## src/rtl/mul_fu.sv

```systemverilog
// rtl/mul_fu.sv - pipelined RV32M multiply unit with completion back-pressure and rewind squash
//
// Purpose: accepts one issued MUL/MULH/MULHSU/MULHU per cycle, carries it through
// STAGES slots and requests the completion bus from the last slot. Ops whose ROB age
// is at or beyond the rewind point are squashed in flight.
//
// Ports:
//   clock_i, reset_i        rising-edge clock, synchronous active-high reset
//   issue_*_i / issue_avail_o  issue handshake from the reservation station
//   cpl_*_o / cpl_grant_i      completion request/result and arbiter grant
//   rewind_valid_i, rewind_rob_idx_i, rob_head_i  squash request and age reference
module mul_fu #(
   parameter int STAGES = 3,
   parameter int XLEN   = 32,
   parameter int PHY_W  = 6,
   parameter int ROB_W  = 5
) (
   input  logic             clock_i,
   input  logic             reset_i,
   input  logic             issue_valid_i,
   input  logic [2:0]       issue_fun_i,
   input  logic [XLEN-1:0]  issue_rs1_i,
   input  logic [XLEN-1:0]  issue_rs2_i,
   input  logic [PHY_W-1:0] issue_dst_i,
   input  logic [ROB_W-1:0] issue_rob_idx_i,
   output logic             issue_avail_o,
   output logic             cpl_valid_o,
   output logic [XLEN-1:0]  cpl_value_o,
   output logic [PHY_W-1:0] cpl_dst_o,
   output logic [ROB_W-1:0] cpl_rob_idx_o,
   input  logic             cpl_grant_i,
   input  logic             rewind_valid_i,
   input  logic [ROB_W-1:0] rewind_rob_idx_i,
   input  logic [ROB_W-1:0] rob_head_i
);

   logic [STAGES-1:0] valid_q, valid_d;
   logic [XLEN-1:0]   value_q [STAGES];
   logic [XLEN-1:0]   value_d [STAGES];
   logic [PHY_W-1:0]  dst_q   [STAGES];
   logic [PHY_W-1:0]  dst_d   [STAGES];
   logic [ROB_W-1:0]  rob_q   [STAGES];
   logic [ROB_W-1:0]  rob_d   [STAGES];

   logic [STAGES-1:0] squash, live, adv;
   logic [ROB_W-1:0]  rw_age, slot_age;
   logic              avail, accept;

   // Only the low two function bits select the operation.
   logic [1:0] fun_sel;
   logic       unused_fun_hi;
   assign fun_sel       = issue_fun_i[1:0];
   assign unused_fun_hi = issue_fun_i[2];

   // Operands extended to 2*XLEN; the low 2*XLEN bits of the product equal the
   // low bits of the XLEN+1 signed product for every sign combination.
   logic              a_sx, b_sx;
   logic [2*XLEN-1:0] a_w, b_w, prod_w;
   logic [XLEN-1:0]   mul_result;
   assign a_sx       = issue_rs1_i[XLEN-1] & ((fun_sel == 2'd1) | (fun_sel == 2'd2));
   assign b_sx       = issue_rs2_i[XLEN-1] & (fun_sel == 2'd1);
   assign a_w        = {{XLEN{a_sx}}, issue_rs1_i};
   assign b_w        = {{XLEN{b_sx}}, issue_rs2_i};
   assign prod_w     = a_w * b_w;
   assign mul_result = (fun_sel == 2'd0) ? prod_w[XLEN-1:0] : prod_w[2*XLEN-1:XLEN];

   always_comb begin
      squash   = '0;
      live     = '0;
      adv      = '0;
      slot_age = '0;
      rw_age   = rewind_rob_idx_i - rob_head_i;
      for (int k = 0; k < STAGES; k++) begin
         slot_age  = rob_q[k] - rob_head_i;
         squash[k] = rewind_valid_i && valid_q[k] && (slot_age >= rw_age);
         live[k]   = valid_q[k] && !squash[k];
      end

      // A squashed slot is treated as empty so the chain sees it as free this cycle.
      adv[STAGES-1] = !live[STAGES-1] || cpl_grant_i;
      for (int k = STAGES - 2; k >= 0; k--) begin
         adv[k] = !live[k] || !live[k+1] || adv[k+1];
      end

      avail         = adv[0] && !rewind_valid_i && !reset_i;
      accept        = issue_valid_i && avail;
      issue_avail_o = avail;

      for (int k = 0; k < STAGES; k++) begin
         valid_d[k] = live[k];
         value_d[k] = value_q[k];
         dst_d[k]   = dst_q[k];
         rob_d[k]   = rob_q[k];
      end

      if (adv[0]) begin
         valid_d[0] = accept;
         value_d[0] = mul_result;
         dst_d[0]   = issue_dst_i;
         rob_d[0]   = issue_rob_idx_i;
      end

      for (int k = 1; k < STAGES; k++) begin
         if (adv[k]) begin
            valid_d[k] = live[k-1];
            value_d[k] = value_q[k-1];
            dst_d[k]   = dst_q[k-1];
            rob_d[k]   = rob_q[k-1];
         end
      end
   end

   always_ff @(posedge clock_i) begin
      if (reset_i) begin
         valid_q <= '0;
      end else begin
         valid_q <= valid_d;
      end
      value_q <= value_d;
      dst_q   <= dst_d;
      rob_q   <= rob_d;
   end

   // Squash masks the request in the same cycle; reset masks a slot still marked valid.
   assign cpl_valid_o   = live[STAGES-1] && !reset_i;
   assign cpl_value_o   = cpl_valid_o ? value_q[STAGES-1] : '0;
   assign cpl_dst_o     = cpl_valid_o ? dst_q[STAGES-1]   : '0;
   assign cpl_rob_idx_o = cpl_valid_o ? rob_q[STAGES-1]   : '0;

endmodule

```

## config.mk

```make
export PLATFORM = sky130hd
export DESIGN_NAME = mul_fu
export DESIGN_NICKNAME = d
export VERILOG_FILES = /design/src/rtl/mul_fu.sv
export SDC_FILE = /design/constraint.sdc
export NUM_CORES = 2
export LEC_CHECK = 0
export BUFFER_PORTS_ARGS = -buffer_cell sky130_fd_sc_hd__buf_2
export CAP_MARGIN = 40
export CORE_MARGIN = 2
export CORE_UTILIZATION = 50
export DETAILED_ROUTE_END_ITERATION = 8
export PLACE_DENSITY = 0.73
export SLEW_MARGIN = 0
export SYNTH_ARGS = -nofsm -noshare
export SYNTH_HDL_FRONTEND = slang
export SYNTH_SLANG_ARGS = --single-unit
```

## constraint.sdc

```tcl
create_clock -name clock_i -period 8.7 [get_ports clock_i]
set_clock_uncertainty 0.1 [all_clocks]
set_input_delay 0.87 -clock clock_i [delete_from_list [all_inputs] [get_ports clock_i]]
set_output_delay 0.87 -clock clock_i [all_outputs]
set_load 0.1 [all_outputs]
```

After elaboration in Yosys (flattened, before gate mapping)
Index checks and enable logic that the tools add are counted.

word-level totals
  register bits after elaboration = 132
  logic and storage cells = 57

cells by class
  add/subtract/negate cells = 4
  multipliers = 1
  $lt $le $gt $ge = 3
  equal/unequal tests = 2
  muxes and demuxes = 7
  bitwise logic cells = 3
  reductions and logical operators = 27

operator list
  operator                                       number
  multiplier 33 x 33 -> 64 bit                   1
  2-to-1 mux 32 bit                              2
  subtractor 5 bit                               4
  >= comparator 5 bit                            3
  logical AND 1 bit                              13
  logical NOT 1 bit                              8
  2-to-1 mux 6 bit                               1
  logical OR 1 bit                               5
  2-to-1 mux 5 bit                               1
  2-to-1 mux 1 bit                               3
  AND 1 bit                                      2
  == test 2 x 1 -> 1 bit, second input constant  1
  == test 2 bit, second input constant           1
  logical NOT 2 bit                              1
  bitwise OR 1 bit                               1

Depth between registers and ports, before layout
  depth after elaboration = 13
  gate-level depth with buffers = 33
  gate-level depth less buffers = 30

Worst setup path after synthesis
No wires, ideal clock.

  kind = input -> register
  start = input port issue_fun_i[1]
  end = register value_q[90] (netlist name) (data pin)
  setup time = 0.266 ns
  arrival = 8.638 ns
  required time = 8.334 ns
  path slack = -0.304 ns
  cell stages on the path = 32
  path buffers = 3
  path through = inv_1 -> ha_1 -> and2_1 -> clkbuf_1 -> clkbuf_1 -> nand2_1 -> inv_1 -> fa_1 -> inv_1 -> fa_1 -> inv_1 -> fa_1 -> fa_1 -> inv_1 -> fa_1 -> inv_1 -> fa_1 -> inv_1 -> fa_1 -> fa_1 -> inv_1 -> ha_1 -> clkbuf_1 -> a21oi_1 -> nor2b_1 -> o21ai_0 -> nand2b_1 -> o21a_1 -> a2111oi_1 -> o41ai_2 -> xnor2_1 -> o21ai_1

between the ends
  longest elaborated chain between the ends = 5
  elaborated cells between the ends (all ways) = 8
  those cells by class = 1 x mul; 2 x eq/ne; 1 x mux; 3 x bitwise; 1 x reduce/logical

ends and longest elaborated chain
  item                                                     RTL line  text
  start, declared                                          21        input logic [2:0] issue_fun_i,
  == test 2 x 1 -> 1 bit or == test 2 bit (tied branches)  60, 61
  bitwise OR 1 bit                                         60        assign a_sx = issue_rs1_i[XLEN-1] & ((fun_sel == 2'd1) | (fun_sel == 2'd2));
  AND 1 bit                                                60
  multiplier 33 x 33 -> 64 bit                             64        assign prod_w = a_w * b_w;
  2-to-1 mux 32 bit (*)                                    65        assign mul_result = (fun_sel == 2'd0) ? prod_w[XLEN-1:0] : prod_w[2*XLEN-1:XLEN];
  net mul_result[26]                                       59        logic [XLEN-1:0] mul_result;
  end signal, assigned                                     119       value_q <= value_d;
  end, declared                                            38        logic [XLEN-1:0] value_q [STAGES];

Mark *: on every way through the listed nets, which the timed path passes. The rest lies on a longest branch.
A chain may end at the register's enable or synchronous reset.

Worst setup path in the final report
  start = input port issue_fun_i[0]
  end = register value_q[90] (netlist name) (data pin)

The elaborated chain is that of the path after synthesis.

==> run metrics <==
outcome=complete, no violations; Tot GR Track Use=25.3%; Antenna Nets Post-Route=0; CP startpoint kind=input port; worst hold path class=reg -> reg; vias=31.2k; # setup viols final=0; Top FF cell, synth=edfxtp_1; global-route wire length before repair=180000 um; Synth Area in Compound Gates=3.91%; critical path's most frequent cell=fa_1; Post-synth EDFFs=129; CTS tree=done; Worst-path clk slew=0.06 ns; DR DRC count=0; initial drt markers=1912; antenna violations before repair=6; CP max FO=5; Hold Path Sink=value_q[44]; core area=0.0863 mm2; Mapped Avg Cell Area=9.43 um2; share of cells above drive strength 1=10.2%; Hold Buf Count CTS=0; Final Hold Viols=0; max-cap viol count=0; synthesis-stage register bit count=132; Nets=6287; CTS root buf=clkbuf_16; Via density=5.20; period utilisation layout=96.4%; WL/cell=17.9 um; io pins=138; largest family of logic cells by synthesized area=adder cells; GR Overflow Total=0; Crit Path Class=in -> reg; largest stage delay on the critical path=0.54 ns; async set or reset register ratio after synthesis=0%; HP Start=value_q[76]; Synth Area in Adders=59.1%; placed insts=5956; die outline height=299 um; Die W=299 um; Post-Syn Area=0.0434 mm2; initial core utilization=50.3%; Std-Cell Rows=108; Post-Synth XOR/XNOR Area=1.72%; slew of the pin with the lowest slew margin=0.667 ns; WHS Path Cells=0; Worst slew margin=55.6%; Post-Route WL=107000 um; post-route insts no fill=5992; fin. max-slew vios=0; Post-Synthesis Cells=4604; Area Overhead vs Synth=10.2%; vias in the first global route=34.5k; Distinct cells, synth=63; clk_lat worst skew=0.40 ns; hold slack=0.317 ns; commonest non-fill, non-tap cell in the layout=inv_1; kind of end point of the critical path=flip-flop; PortBufs=136; r2r worst-path depth=15; Slowest cell on crit path=fa_1; reg-to-reg setup timing slack=4.28 ns; post-synth net total=6071; simple-gate share of the synthesized area=13.6%; Die ar.=0.0892 mm2; most frequent cells in the layout=1212 x inv_1, 1127 x fa_1, 824 x nand2_1, 316 x and2_1, 262 x buf_4; critical path data arrival time=8.42 ns; Final HPWL DP=94300 um; Worst EP required=8.74 ns; cts bufs inserted=17; Seq/Total Area, Yosys=9.07%; H-Tree Level Count=4; Reg2Reg Launch Point=rob_q[0]; RD Place Congestion=0.944; Post-CTS Resized=0; mux cell area share after synthesis=0.0490%; Fmax=119 MHz; pin count of the biggest net entering global routing=53; Setup Fix Bufs, Post-CTS=0; CTS Sinks=132; fillers=7501; post-layout min period=8.38 ns; drt first pass iters=5; Synth Warn #=0; reg2reg end=rob_q[13]; worst-case clock buffer depth=2
[sequential cells by signal, summed over array words and instances, names as in the netlist]
| signal | cells |
|---|---|
| dst_q | 18 |
| rob_q | 15 |
| value_q | 96 |
| valid_q | 3 |
[how the worst max path moves through the flow]
| stage | start | end | slack (ns) | cells past startpoint |
|---|---|---|---|---|
| floorplan | issue_fun_i[1] | value_q[90] | 0.04 | 32 |
| global placement | issue_fun_i[0] | value_q[90] | -0.24 | 31 |
| detailed placement | issue_fun_i[0] | value_q[90] | -0.20 | 30 |
| CTS | issue_fun_i[0] | value_q[90] | 0.18 | 30 |
| global route | issue_fun_i[0] | value_q[90] | -0.01 | 31 |
| finish | issue_fun_i[0] | value_q[90] | 0.32 | 30 |
[area by class of cell]
cell class | count | area (um2) | share of cell area [%]
antenna | 5 | 12.5 | 0.0262
clock buffer | 17 | 425 | 0.890
clock inverter | 14 | 176 | 0.369
inverter | 1218 | 4580 | 9.58
multi-input combinational | 3032 | 34200 | 71.5
sequential | 132 | 3930 | 8.23
tap | 1155 | 1450 | 3.02
timing repair buffer | 419 | 3080 | 6.43
[cell families after synthesis]
logic type	Yosys count
XOR/XNOR	85
AO/OA/AOI/OAI	266
multiplexers	2
flip-flops	132
buffers and inverters	1440
adder cells (fa/ha/maj)	1374
AND/OR/NAND/NOR	1305
[synth_stat cells, types with 8 or more instances]
cell / number / area, um2
nand3_1: 14 / 70.1
a21oi_1: 83 / 415
o21ai_0: 52 / 260
xor2_1: 25 / 219
and3_1: 27 / 169
inv_1: 1218 / 4570
or2_2: 9 / 56.3
a211oi_1: 11 / 82.6
nor3_1: 10 / 50.1
nor2b_1: 8 / 50.1
o21ai_1: 18 / 90.1
fa_1: 1129 / 22600
nor2_1: 67 / 251
nand2_1: 824 / 3090
ha_1: 245 / 3070
o21bai_1: 19 / 143
clkbuf_1: 218 / 818
a21o_1: 30 / 225
nand2b_1: 10 / 62.6
edfxtp_1: 129 / 3870
and2_1: 317 / 1980
xnor2_1: 60 / 526
[routing by layer]
layer	GRT usage, %	part of all wire (%)	up-vias
li1	-	-	13700
met1	33.7	40	16200
met2	44.2	51	1087
met3	2.94	6.0	191
met4	6.20	2.4	2
met5	0	0.012	-
[per-stage QoR]
| stage | utilization [%] | TNS, ns | setup WS, ns | instance area [um2] |
|---|---|---|---|---|
| 4_1_cts | 55.3 | 0 | 0.182 | 47700 |
| 3_3_place_gp | 54.5 | -1.14 | -0.244 | 47100 |
| 5_1_grt | 55.4 | -0.0119 | -0.0119 | 47800 |
| 6_report | 55.4 | 0 | 0.316 | 47800 |
| 2_1_floorplan | - | 0 | 0.0365 | 43400 |
| 3_5_place_dp | 54.6 | -1.10 | -0.204 | 47100 |
[critical path, delay by kind of cell]
kind                     cells  cell delay, ns
AO/OA/AOI/OAI                4            0.90
AND/OR/NAND/NOR              5            0.98
buffers and inverters       10            0.92
adder cells (fa/ha/maj)     10            4.56
XOR/XNOR                     1            0.16
Power is left out: the tool's default activity adds up to more than one toggle a clock period on the data nets, which glitch-free logic cannot reach.
